## src/rtl/hazard_unit_mc_pkg.sv

```systemverilog
// Shared encodings for the hazard controller and the datapath forwarding muxes.
package hazard_unit_mc_pkg;

  typedef logic [1:0] fwd_sel_t;

  localparam fwd_sel_t FWD_NORMAL    = 2'b00;
  localparam fwd_sel_t FWD_WRITEMEM  = 2'b01;
  localparam fwd_sel_t FWD_WRITEBACK = 2'b10;

  localparam logic [0:0] ST_IDLE = 1'b0;
  localparam logic [0:0] ST_BUSY = 1'b1;

endpackage

```

## src/rtl/hazard_unit_mc_if.sv

```systemverilog
// Datapath <-> hazard controller bundle: pipeline addresses/strobes in, selects/enables out.
interface hazard_unit_mc_if #(
  parameter int REG_ADDR_W = 5,
  parameter int NUM_SRC    = 2
);
  logic [NUM_SRC*REG_ADDR_W-1:0] Dreg_addr;
  logic [NUM_SRC*REG_ADDR_W-1:0] Ereg_addr;
  logic [REG_ADDR_W-1:0]         Ewrite_reg_addr;
  logic                          Emem_read;
  logic [REG_ADDR_W-1:0]         Mwrite_reg_addr;
  logic                          Mwrite_reg_sig;
  logic [REG_ADDR_W-1:0]         Wwrite_reg_addr;
  logic                          Wwrite_reg_sig;
  logic                          branch_sig;
  logic                          mc_start;
  logic                          mc_done;
  logic [2*NUM_SRC-1:0]          forwardE;
  logic                          stallF;
  logic                          stallD;
  logic                          stallE;
  logic                          flushD;
  logic                          flushE;

  modport master (
    output Dreg_addr, Ereg_addr, Ewrite_reg_addr, Emem_read,
           Mwrite_reg_addr, Mwrite_reg_sig, Wwrite_reg_addr, Wwrite_reg_sig,
           branch_sig, mc_start, mc_done,
    input  forwardE, stallF, stallD, stallE, flushD, flushE
  );

  modport slave (
    input  Dreg_addr, Ereg_addr, Ewrite_reg_addr, Emem_read,
           Mwrite_reg_addr, Mwrite_reg_sig, Wwrite_reg_addr, Wwrite_reg_sig,
           branch_sig, mc_start, mc_done,
    output forwardE, stallF, stallD, stallE, flushD, flushE
  );
endinterface

```

## src/rtl/hazard_unit_mc_fwd_select.sv

```systemverilog
// Forwarding select for one Execute source operand; Memory stage wins over Writeback.
module hazard_unit_mc_fwd_select
  import hazard_unit_mc_pkg::*;
#(
  parameter int REG_ADDR_W = 5
) (
  input  logic [REG_ADDR_W-1:0] addr,
  input  logic [REG_ADDR_W-1:0] m_addr,
  input  logic                  m_sig,
  input  logic [REG_ADDR_W-1:0] w_addr,
  input  logic                  w_sig,
  output fwd_sel_t              sel
);

  // Register 0 is hardwired, so it never takes a forwarded value.
  always_comb begin
    sel = FWD_NORMAL;
    if (addr != '0) begin
      if (m_sig && (addr == m_addr))
        sel = FWD_WRITEMEM;
      else if (w_sig && (addr == w_addr))
        sel = FWD_WRITEBACK;
    end
  end

endmodule

```

## src/rtl/hazard_unit_mc.sv

```systemverilog
// Hazard controller: forwarding, load-use stall, branch flush, multi-cycle hold.
// Load-use detection is built only when HAZARD_LOAD_USE_EN is defined.
module hazard_unit_mc
  import hazard_unit_mc_pkg::*;
#(
  parameter int REG_ADDR_W   = 5,
  parameter int NUM_SRC      = 2,
  parameter int FLUSH_CYCLES = 1
) (
  input logic             clk,
  input logic             reset,
  hazard_unit_mc_if.slave hz
);

  localparam int BCNT_W = $clog2(FLUSH_CYCLES + 1);

  logic [2*NUM_SRC-1:0] fwd_raw;
  logic [0:0]           state, state_nxt;
  logic [BCNT_W-1:0]    bcnt, bcnt_nxt;
  logic                 lu;
  logic                 mc_busy;
  logic                 flush_active;
  logic                 lu_eff;

  for (genvar i = 0; i < NUM_SRC; i++) begin : g_fwd
    hazard_unit_mc_fwd_select #(
      .REG_ADDR_W(REG_ADDR_W)
    ) u_fwd_select (
      .addr  (hz.Ereg_addr[i*REG_ADDR_W +: REG_ADDR_W]),
      .m_addr(hz.Mwrite_reg_addr),
      .m_sig (hz.Mwrite_reg_sig),
      .w_addr(hz.Wwrite_reg_addr),
      .w_sig (hz.Wwrite_reg_sig),
      .sel   (fwd_raw[2*i +: 2])
    );
  end

`ifdef HAZARD_LOAD_USE_EN
  always_comb begin
    lu = 1'b0;
    if (hz.Emem_read && (hz.Ewrite_reg_addr != '0)) begin
      for (int i = 0; i < NUM_SRC; i++) begin
        if (hz.Dreg_addr[i*REG_ADDR_W +: REG_ADDR_W] == hz.Ewrite_reg_addr)
          lu = 1'b1;
      end
    end
  end
`else
  // Without the detector the compiler guarantees a bubble after every load.
  logic unused_lu_inputs;
  assign unused_lu_inputs = ^{hz.Emem_read, hz.Dreg_addr, hz.Ewrite_reg_addr};
  assign lu = 1'b0;
`endif

  // mc_busy covers the start cycle and drops in the cycle mc_done arrives.
  always_comb begin
    state_nxt = state;
    mc_busy   = 1'b0;
    if (state == ST_IDLE) begin
      mc_busy = hz.mc_start & ~hz.mc_done;
      if (hz.mc_start && !hz.mc_done)
        state_nxt = ST_BUSY;
    end else begin
      mc_busy = ~hz.mc_done;
      if (hz.mc_done)
        state_nxt = ST_IDLE;
    end
  end

  // A stalled Execute freezes the flush sequence and ignores new branches.
  always_comb begin
    bcnt_nxt = bcnt;
    if (!mc_busy) begin
      if (hz.branch_sig)
        bcnt_nxt = BCNT_W'(FLUSH_CYCLES - 1);
      else if (bcnt != '0)
        bcnt_nxt = bcnt - BCNT_W'(1);
    end
  end

  assign flush_active = ~mc_busy & (hz.branch_sig | (bcnt != '0));
  assign lu_eff       = ~mc_busy & ~flush_active & lu;

  always_ff @(posedge clk) begin
    if (!reset) begin
      state <= ST_IDLE;
      bcnt  <= '0;
    end else begin
      state <= state_nxt;
      bcnt  <= bcnt_nxt;
    end
  end

  always_comb begin
    hz.forwardE = {NUM_SRC{FWD_NORMAL}};
    hz.stallF   = 1'b0;
    hz.stallD   = 1'b0;
    hz.stallE   = 1'b0;
    hz.flushD   = 1'b0;
    hz.flushE   = 1'b0;
    if (reset) begin
      hz.forwardE = fwd_raw;
      hz.stallF   = mc_busy | lu_eff;
      hz.stallD   = mc_busy | lu_eff;
      hz.stallE   = mc_busy;
      hz.flushD   = flush_active;
      hz.flushE   = flush_active | lu_eff;
    end
  end

endmodule

```

## src/flat_wrapper.sv

```systemverilog
// flat-port wrapper written by rule: the top's interface ports become plain ports
module hazard_unit_mc_flat import hazard_unit_mc_pkg::*;
#(
  parameter int REG_ADDR_W   = 5,
  parameter int NUM_SRC      = 2,
  parameter int FLUSH_CYCLES = 1
)
  (clk, reset, hz_Dreg_addr, hz_Ereg_addr, hz_Ewrite_reg_addr, hz_Emem_read, hz_Mwrite_reg_addr, hz_Mwrite_reg_sig, hz_Wwrite_reg_addr, hz_Wwrite_reg_sig, hz_branch_sig, hz_mc_start, hz_mc_done, hz_forwardE, hz_stallF, hz_stallD, hz_stallE, hz_flushD, hz_flushE);
  hazard_unit_mc_if #(.REG_ADDR_W(REG_ADDR_W), .NUM_SRC(NUM_SRC)) hz_i ();
  input logic clk;
  input logic reset;
  input wire logic [$bits(hz_i.Dreg_addr)-1:0] hz_Dreg_addr;
  input wire logic [$bits(hz_i.Ereg_addr)-1:0] hz_Ereg_addr;
  input wire logic [$bits(hz_i.Ewrite_reg_addr)-1:0] hz_Ewrite_reg_addr;
  input wire logic [$bits(hz_i.Emem_read)-1:0] hz_Emem_read;
  input wire logic [$bits(hz_i.Mwrite_reg_addr)-1:0] hz_Mwrite_reg_addr;
  input wire logic [$bits(hz_i.Mwrite_reg_sig)-1:0] hz_Mwrite_reg_sig;
  input wire logic [$bits(hz_i.Wwrite_reg_addr)-1:0] hz_Wwrite_reg_addr;
  input wire logic [$bits(hz_i.Wwrite_reg_sig)-1:0] hz_Wwrite_reg_sig;
  input wire logic [$bits(hz_i.branch_sig)-1:0] hz_branch_sig;
  input wire logic [$bits(hz_i.mc_start)-1:0] hz_mc_start;
  input wire logic [$bits(hz_i.mc_done)-1:0] hz_mc_done;
  output wire logic [$bits(hz_i.forwardE)-1:0] hz_forwardE;
  output wire logic [$bits(hz_i.stallF)-1:0] hz_stallF;
  output wire logic [$bits(hz_i.stallD)-1:0] hz_stallD;
  output wire logic [$bits(hz_i.stallE)-1:0] hz_stallE;
  output wire logic [$bits(hz_i.flushD)-1:0] hz_flushD;
  output wire logic [$bits(hz_i.flushE)-1:0] hz_flushE;
  assign hz_i.Dreg_addr = hz_Dreg_addr;
  assign hz_i.Ereg_addr = hz_Ereg_addr;
  assign hz_i.Ewrite_reg_addr = hz_Ewrite_reg_addr;
  assign hz_i.Emem_read = hz_Emem_read;
  assign hz_i.Mwrite_reg_addr = hz_Mwrite_reg_addr;
  assign hz_i.Mwrite_reg_sig = hz_Mwrite_reg_sig;
  assign hz_i.Wwrite_reg_addr = hz_Wwrite_reg_addr;
  assign hz_i.Wwrite_reg_sig = hz_Wwrite_reg_sig;
  assign hz_i.branch_sig = hz_branch_sig;
  assign hz_i.mc_start = hz_mc_start;
  assign hz_i.mc_done = hz_mc_done;
  assign hz_forwardE = hz_i.forwardE;
  assign hz_stallF = hz_i.stallF;
  assign hz_stallD = hz_i.stallD;
  assign hz_stallE = hz_i.stallE;
  assign hz_flushD = hz_i.flushD;
  assign hz_flushE = hz_i.flushE;
  hazard_unit_mc #(.REG_ADDR_W(REG_ADDR_W), .NUM_SRC(NUM_SRC), .FLUSH_CYCLES(FLUSH_CYCLES)) u_core (.clk(clk), .reset(reset), .hz(hz_i));
endmodule
```

## config.mk

```make
export PLATFORM = sky130hd
export DESIGN_NAME = hazard_unit_mc_flat
export DESIGN_NICKNAME = d
export VERILOG_FILES = /design/src/rtl/hazard_unit_mc_pkg.sv /design/src/rtl/hazard_unit_mc_if.sv /design/src/rtl/hazard_unit_mc_fwd_select.sv /design/src/rtl/hazard_unit_mc.sv /design/src/flat_wrapper.sv
export SDC_FILE = /design/constraint.sdc
export NUM_CORES = 1
export LEC_CHECK = 0
export CAP_MARGIN = 20
export CORE_MARGIN = 2
export CORE_UTILIZATION = 23
export DETAILED_ROUTE_END_ITERATION = 10
export PLACE_DENSITY = 0.78
export SYNTH_ARGS = -nofsm -noshare
export SYNTH_HDL_FRONTEND = slang
export SYNTH_SLANG_ARGS = --single-unit
```

## constraint.sdc

```tcl
create_clock -name clk -period 1.37 [get_ports clk]
set_input_delay 0.2055 -clock clk [delete_from_list [all_inputs] [get_ports clk]]
set_output_delay 0.2055 -clock clk [all_outputs]
set_load 0.03 [all_outputs]
```

Word level (Yosys, flattened, before mapping)
Index checks and enable logic that the tools add are counted.
{"block": "word_totals", "reg_bits": 2, "latch_bits": 0, "ramBits": 0, "mem_bits_ro": 0, "inputBits": 43, "output_inout_bits": 9, "elab_cells": 35, "memories": 0}
{"block": "classes", "n_addsub": 1, "n_mul": 0, "div": 0, "order_cmp": 0, "n_eq_ne": 4, "shift": 0, "muxes": 15, "bitwise_logic": 5, "reduce_logical": 8}
{"op": "$eq A5 B5 Y1", "n": 4}
{"op": "$mux W2", "n": 6}
{"op": "$reduce_bool A5 Y1", "n": 2}
{"op": "$mux W1", "n": 8}
{"op": "$logic_and A1 B1 Y1", "n": 5}
{"op": "$mux W4", "n": 1}
{"op": "$and A1 B1 Y1", "n": 2}
{"op": "$not A1 Y1", "n": 2}
{"op": "$logic_not A1 Y1", "n": 1}
{"op": "$or A1 B1 Y1", "n": 1}
{"op": "$sub A1 B1 Y1 const B", "n": 1}

Depth between registers and ports, before layout
Gate-level depths: netlist of run 1.
{"block": "depth", "word_depth": 6, "depth_mapped": 4, "mapped_depth_nobuf": 4}

Cells and area by module
A second synthesis of run 1 with hierarchy kept.
{"block": "unflattened", "cells_unflattened": 49, "area_unflattened_um2": 374.1}
{"mod": "hazard_unit_mc_fwd_select", "n_inst": 2, "cells_per_inst": 18, "area_each_um2": 135.1, "seq_area_each_um2": 0.0}
{"mod": "hazard_unit_mc", "n_inst": 1, "cells_per_inst": 13, "area_each_um2": 103.8, "seq_area_each_um2": 20.0}

Worst setup path before layout of run 1
No wires, ideal clock.
{"block": "synth_timing", "path_kind": "input-to-output", "start": "input port hz_Mwrite_reg_addr[4]", "end": "output port hz_forwardE[3]", "t_arrival_ns": 1.555, "t_required_ns": 1.165, "path_slack_ns": -0.391, "path_stages": 4, "n_path_buf": 0, "cell_sequence": "xor2_1 -> nor4_1 -> and3_1 -> nor4_1"}
{"block": "synth_between", "elab_chain_cells": 5}
{"element": "start: declaration", "line_no": "flat_wrapper.sv:16", "source": "input wire logic [$bits(hz_i.Mwrite_reg_addr)-1:0] hz_Mwrite_reg_addr;"}
{"element": "$eq A5 B5 Y1", "line_no": "hazard_unit_mc_fwd_select.sv:19", "source": "if (m_sig && (addr == m_addr))"}
{"element": "$logic_and A1 B1 Y1", "line_no": "hazard_unit_mc_fwd_select.sv:19"}
{"element": "$mux W2", "line_no": "hazard_unit_mc_fwd_select.sv:19"}
{"element": "$mux W2", "line_no": "hazard_unit_mc_fwd_select.sv:18", "source": "if (addr != '0) begin"}
{"element": "$mux W4", "line_no": "hazard_unit_mc.sv:101", "source": "if (reset) begin"}
{"element": "end: declaration", "line_no": "flat_wrapper.sv:23", "source": "output wire logic [$bits(hz_i.forwardE)-1:0] hz_forwardE;"}
Every way passes these cells.

Worst setup path after layout of run 1
{"block": "layout_timing", "start": "input port hz_Ereg_addr[1]", "end": "output port hz_forwardE[0]"}
{"block": "layout_between", "elab_chain_cells": 5, "word_cells_on_any_way": 6, "classes_between": "eq/ne (1); mux (3); reduce/logical (2)"}
{"element": "start: declaration", "line_no": "flat_wrapper.sv:13", "source": "input wire logic [$bits(hz_i.Ereg_addr)-1:0] hz_Ereg_addr;"}
{"element": "$eq A5 B5 Y1", "line_no": "hazard_unit_mc_fwd_select.sv:19"}
{"element": "$logic_and A1 B1 Y1", "line_no": "hazard_unit_mc_fwd_select.sv:19"}
{"element": "$mux W2", "line_no": "hazard_unit_mc_fwd_select.sv:19"}
{"element": "$mux W2 (*)", "line_no": "hazard_unit_mc_fwd_select.sv:18"}
{"element": "$mux W4 (*)", "line_no": "hazard_unit_mc.sv:101"}
Mark *: on every way between the ends. The rest lies on a longest branch, timed or not.

==> summary.txt, run 1 <==
Min path
  • Start point of the worst hold path: u_core.state
  • Hold Crit Class: register to register

Route
  • Initial DRT Pass Iterations: 3
  • Post-route ant nets: 0
  • Via count: 508
  • WL/cell: 12.6 um
  • WL final: 1430 um
  • DRC viols: 0
  • Vias/cell: 4.50
  • DRT iter0 DRCs: 5

Place
  • Placed cells: 110
  • DP Worst Slack: -0.538 ns
  • Gpl congestion: about 0.77
  • I/O Buffers: 35
  • Placed instance area: 813 um2
  • Hpwl dp: 1150 um

Layout
  • Commonest non-fill, non-tap cell in the layout: buf_4
  • Final cell count without fillers: 113
  • Final Cell Area: 890 um2
  • Layout cells sized above 1: 64.9%
  • Most frequent cells in the layout: buf_4 (24), buf_6 (14), xnor2_1 (9)
  • Ant. Diodes: 0
  • Area Overhead vs Synth: 149%
  • Largest registers: u_core.state: 1 flops
  • Max FFs per register: 1
  • Largest Register: u_core.state
  • Util after Layout: between 60% and 70%
  • Nets@finish: 142

Die
  • Top Ports: 52
  • Core area: 0.00147 mm2
  • Die Ht: roughly 43 um
  • DIE AREA: 0.00188 mm2
  • Die Span X: 43.4 um
  • Starting Density: roughly a quarter
  • Cell Rows: 14

STA
  • Max Freq: 665 MHz
  • Final worst setup slack: -0.133 ns
  • Worst relative slew slack: 85.0%
  • Setup violators final: 7
  • TNS Setup: -0.435 ns
  • WHS: a little over 0.5 ns
  • Fin crit share: 110%
  • Worst-margin pin slew: 0.222 ns
  • RSZ-0062 raised after global routing: true
  • Slew Viols, Final: 0
  • Min Tclk post-route: 1.50 ns
  • Setup Skew: 0 ns
  • Fin. Hold Viols: 0

Global routing
  • First-pass GRT wire length: 2250 um
  • Pin count of the biggest net entering global routing: 5
  • Tot GR Track Use: between 10% and 20%
  • Overflow after GRT: 0
  • Antenna violations before repair: 0
  • Vias in the first global route: 528

CTS
  • Worst skew pair latency: 0 ns
  • Clk slew on worst S/H paths: 0 ns

Yosys
  • Sequential area share after synthesis: 5.61%
  • Net count after synthesis: 90
  • Post-synthesis mux area share: 0%
  • Simple-Gate Fraction of Synth Area: 33.7%
  • Post-synth cell types: 17
  • Cells after Synth: 47
  • #FFs+latches synth: 1
  • Post-Synth Adder-Cell Area: 0%
  • Largest family of logic cells by synthesized area: XOR/XNOR gates
  • Synth Area per Inst: 7.59 um2
  • Synth Area in Compound Gates: 7.02%
  • Warnings, synthesis: 0
  • Cell Area, Synth: 357 um2
  • XOR/XNOR Fraction of Synth Area: 44.2%

Power
  • Max VDD drop: 0.000159 V
  • Overall Power: 0.280 mW
  • PwrDens: 315 mW/mm2
  • Leak: 0.409 nW

Setup path
  • Crit path launch: hz_Ereg_addr[1]
  • CP bufs+invs: 2
  • Reg2reg end: u_core.state
  • Worst Path Required: about 1.2 ns
  • Largest delay share family, worst path: simple AND/OR/NAND/NOR gates
  • CP max-delay cell: nor4_1
  • CP peak stage delay: around 0.24 ns
  • Cell count along the critical path: 6
  • FF-to-FF path depth: 2
  • R2r setup slk: 0.74 ns
  • Worst reg2reg path startpoint: u_core.state
  • CP max FO: 3
  • Data arrival, critical path: 1.30 ns
  • CP Capture Point: hz_forwardE[0]
  • Startpoint Class: primary input
  • Most used cell, CP: buf_6
  • Worst setup EP type: output port
  • WS Path Type: primary input to output port
  • Crit-path cells: buf_6, xor2_1, nor4_1, and3_1, nor3b_4, buf_6

Flow run
  • MaxCap Viol Count: 0

Outcome
  • Status: complete, but fails checks
  • Violated checks: setup timing
area by class of cell:
cell class / instances / area, um2
fillers: 144 / 582
inverters: 3 / 11.3
multi-input cells: 40 / 383
flip-flops and latches: 1 / 20.0
well taps: 16 / 20.0
repair buffers: 53 / 455
cells by family (layout without fill, tap and decap cells):
kind of cell              Yosys count  after routing
and+or+nand+nor                    19             19
buffers and inverters               6             56
xor gates and xnor gates           18             18
DFF                                 1              1
AOI/OAI and AO/OA                   3              3
power breakdown:
part           internal [mW]  total (mW)  switching [mW]
clock                      0           0               0
combinational          0.143       0.249           0.106
sequential            0.0311      0.0317        0.000594
total                  0.174       0.280           0.106
Yosys cell counts, drive strengths merged:
library cell  count  area (um2)
nand3             1        5.00
nand2             1        3.75
and3              3        18.8
nor4              4        25.0
o21bai            1        7.51
a221oi            1        8.76
and2              1        6.26
xor2              9        78.8
o221ai            1        8.76
nand4             1        6.26
dfxtp             1        20.0
xnor2             9        78.8
inv               3        11.3
or4               2        15.0
nor2              4        15.0
buf               3        22.5
nor3b             2        25.0
per-layer routing:
| metal | up-vias | track usage (%) | wire length, um |
|---|---|---|---|
| li1 | 261 | - | - |
| met1 | 234 | 19.0 | 564 |
| met2 | 13 | 30.7 | 811 |
| met3 | 0 | 0.417 | 51 |
| met4 | 0 | 0 | 0 |
| met5 | - | 0 | 0 |
timing repair:
item	in CTS	in global routing
resized for setup	102	11
setup endpoints to repair	9	8
hold buffers	0	0
buffers inserted	3	0
endpoints found under the hold margin	0	0
pin swaps	18	7
worst register-to-register path, delay by kind of cell, from the launching register on:
kind               cells  cell delay [ns]
and+or+nand+nor        1             0.06
DFF                    1             0.28
AOI/OAI and AO/OA      1             0.17
how the worst min path moves through the flow:
stage	endpoint	depth (start not counted)
2_1_floorplan	u_core.state	2
3_3_place_gp	u_core.state	2
3_5_place_dp	u_core.state	2
4_1_cts	u_core.state	2
5_1_grt	u_core.state	2
6_report	u_core.state	2
Note: power is estimated with default switching activity, not from simulation.
==> run 2: changes to the inputs <==
Settings changed: GPL_TIMING_DRIVEN set to 1.
==> results of run 2 <==
No change in the layout: final DEF, timing and power equal those of run 1.
==> RTL change: new RTL, config.mk and constraints of run 2 <==
Add a define of `HAZARD_LOAD_USE_EN`.
--- a/src/rtl/hazard_unit_mc.sv
+++ b/src/rtl/hazard_unit_mc.sv
@@ -1,4 +1,6 @@
 // Hazard controller: forwarding, load-use stall, branch flush, multi-cycle hold.
 // Load-use detection is built only when HAZARD_LOAD_USE_EN is defined.
+`define HAZARD_LOAD_USE_EN
+
 module hazard_unit_mc
   import hazard_unit_mc_pkg::*;
Behaviour: not the same (Yosys sat finds a counterexample within 4 cycles, from zero or initial values and one cycle with reset low).
==> RTL change against run 2 <==
  * The run still ends with setup timing left
  * Hold slack improved by 0.14 ns
  * Sequential cell count unchanged
  * Wire length increased by 39%
  * Total power increased by 46%
  * Global-route usage about the same
  * Synthesized cell count increased by 38%
  * Core utilization increased by 1.9 points
  * Die area increased by 41%
  * Register-to-register slack got worse by 0.11 ns
  * Setup slack got worse by 0.035 ns
  * Synthesized area increased by 46%
  * Cell area increased by 52%
==> RTL change: results (changes against run 2) <==
| Metric | Value |
|---|---|
| Status | `complete, but fails checks` |
| Failing checks | `setup timing` |
| # setup viols final | `7 (unchanged)` |
| Buffers added on ports | `51 (+46%)` |
| Maxcap violations | `0 (unchanged)` |
| Post-Syn Nets | `108 (+20%)` |
| Max transition margin | `82.5% (-2.5 points)` |
| Hold Path Origin | `u_core.state` |
| N_diodes | `0 (unchanged)` |
| Vias | `704 (+39%)` |
| Global-route wire length before repair | `3170 um (+41%)` |
| Drt first pass iters | `2 (-1)` |
| Reg clk slew, reported paths | `0 ns (unchanged)` |
| Largest cells by area after synthesis | `xor2_1, xnor2_1, nor3b_2` |
| Post-Syn Area per Cell | `8.01 um2 (+5.5%)` |
| R2R depth | `3 (+1)` |
| Commonest register cell after synthesis | `dfxtp_1` |
| Dpl hpwl | `1680 um (+46%)` |
| Switching Fraction | `40.8% (+2.8 points)` |
| Capture point of the worst reg-to-reg path | `u_core.state` |
| R2R setup slack | `0.63 ns (-0.11 ns)` |
| Placed insts | `158 (+44%)` |
| Layout cells sized above 1 | `67.7% (+2.7 points)` |
| Lkg Pwr | `0.606 nW (+48%)` |
| WP data arrival | `1.33 ns (+0.03 ns)` |
| Post-synth top cells | `xor2_1, xnor2_1, nor2_1` |
| Nets | `178 (+25%)` |
| Largest net degree at the start of global routing | `4 (-1)` |
| Hold Path End | `u_core.state` |
| CP max FO | `3 (unchanged)` |
| Number of global-route vias before repair | `791 (+50%)` |
| Wire per inst | `12.3 um (-2.4%)` |
| Pre-CTS setup slack | `-0.976 ns (-0.437 ns)` |
| Initial antenna violation count | `0 (unchanged)` |
| Setup WS post-layout | `-0.168 ns (-0.0349 ns)` |
| FF-to-FF Start | `u_core.state` |
| Initial drt markers | `3 (-2)` |
| Peak supply drop | `0.157 mV (-1.4%)` |
| Cell variety after synth | `20 (+3)` |
| Hold Path Depth | `3 (+1)` |
| Total GRT Usage | `15.3% (about the same)` |
| Final WL | `1990 um (+39%)` |
| Clock Latency Late Sink | `0 ns (unchanged)` |
| RePlAce Congestion | `0.787 (+1.9%)` |
| Top flop regs | `u_core.state (1)` |
| Yosys warnings | `0 (unchanged)` |
| Seq/Total Area, Yosys | `3.85% (-1.8 points)` |
-- RTL change: changes by cell type in the layout (fill, tap and decap cells not counted), sizes merged, moves of 3 or more --
cell           delta
clkdlybuf4s15     +5
xor2              +9
buf               +8
xnor2             +3
-- RTL change: layer usage --
layer | up-vias | wire length [um] | track usage (%)
met3 | 0 | 163 | 3.45
met5 | - | 0 | 0
met1 | 312 | 690 | 14.8
li1 | 360 | - | -
met2 | 32 | 1130 | 32.5
met4 | 0 | 0 | 2.19
-- RTL change: area by class of cell --
cell class	count	area, um2
multi-input combinational	60	686
inverter	3	11.3
timing repair buffer	69	601
sequential	1	20.0
fill	201	817
tap	28	35.0
-- RTL change: power by group through the flow --
stage / Sequential [mW] / Clock [mW] / Combinational, mW
after detailed placement: 0.0317 / 0 / 0.347
after floorplan: 0.0316 / 0 / 0.136
after CTS: 0.0323 / 0 / 0.360
after global placement: 0.0317 / 0 / 0.339
after global routing: 0.0323 / 0 / 0.405
final: 0.0322 / 0 / 0.377
-- RTL change: what timing repair did --
item / CTS / global route
endpoints found under the setup margin: 9 / 7
pin swaps: 36 / 15
resized for setup: 170 / 21
setup buffers: 1 / 2
gates cloned: 0 / 0
-- RTL change: metrics by stage --
stage | total power [mW] | TNS [ns] | utilization [%] | hold slack, ns | cell area [um2]
5_1_grt | 0.438 | -1.29 | 62.3 | 0.687 | 1350
6_report | 0.409 | -0.973 | 62.3 | 0.653 | 1350
4_1_cts | 0.393 | -1.27 | 59.5 | 0.663 | 1290
3_3_place_gp | 0.371 | -5.02 | 55.8 | 0.629 | 1210
2_1_floorplan | 0.168 | -0.386 | - | 0.379 | 578
3_5_place_dp | 0.379 | -5.22 | 55.8 | 0.657 | 1210
-- RTL change: worst max-delay path, cell delays in order --
cell     delay (ns)
buf_8          0.10
xor2_2         0.17
nor3_2         0.19
a22oi_2        0.12
buf_4          0.15
o31ai_2        0.19
buf_4          0.19
-- RTL change: cells by family (layout without fill, tap and decap cells) --
| kind of cell | after synthesis | after routing | share of synthesized area (%) |
|---|---|---|---|
| simple gates | 25 | 25 | 32.9 |
| compound gates | 5 | 5 | 9.14 |
| flops | 1 | 1 | 3.85 |
| buf+inv | 4 | 72 | 3.61 |
| xor+xnor | 30 | 30 | 50.5 |
-- RTL change: how the worst max path moves through the flow --
stage	to	slack, ns	cells past startpoint	startpoint
global route	hz_flushE	-0.24	7	hz_Ewrite_reg_addr[0]
global placement	hz_forwardE[3]	-0.96	6	hz_Ereg_addr[6]
CTS	hz_stallF	-0.22	6	hz_Dreg_addr[4]
finish	hz_flushE	-0.17	7	hz_Ewrite_reg_addr[0]
detailed placement	hz_forwardE[1]	-0.98	6	hz_Mwrite_reg_addr[0]
floorplan	hz_stallF	-0.29	5	hz_Ewrite_reg_addr[2]
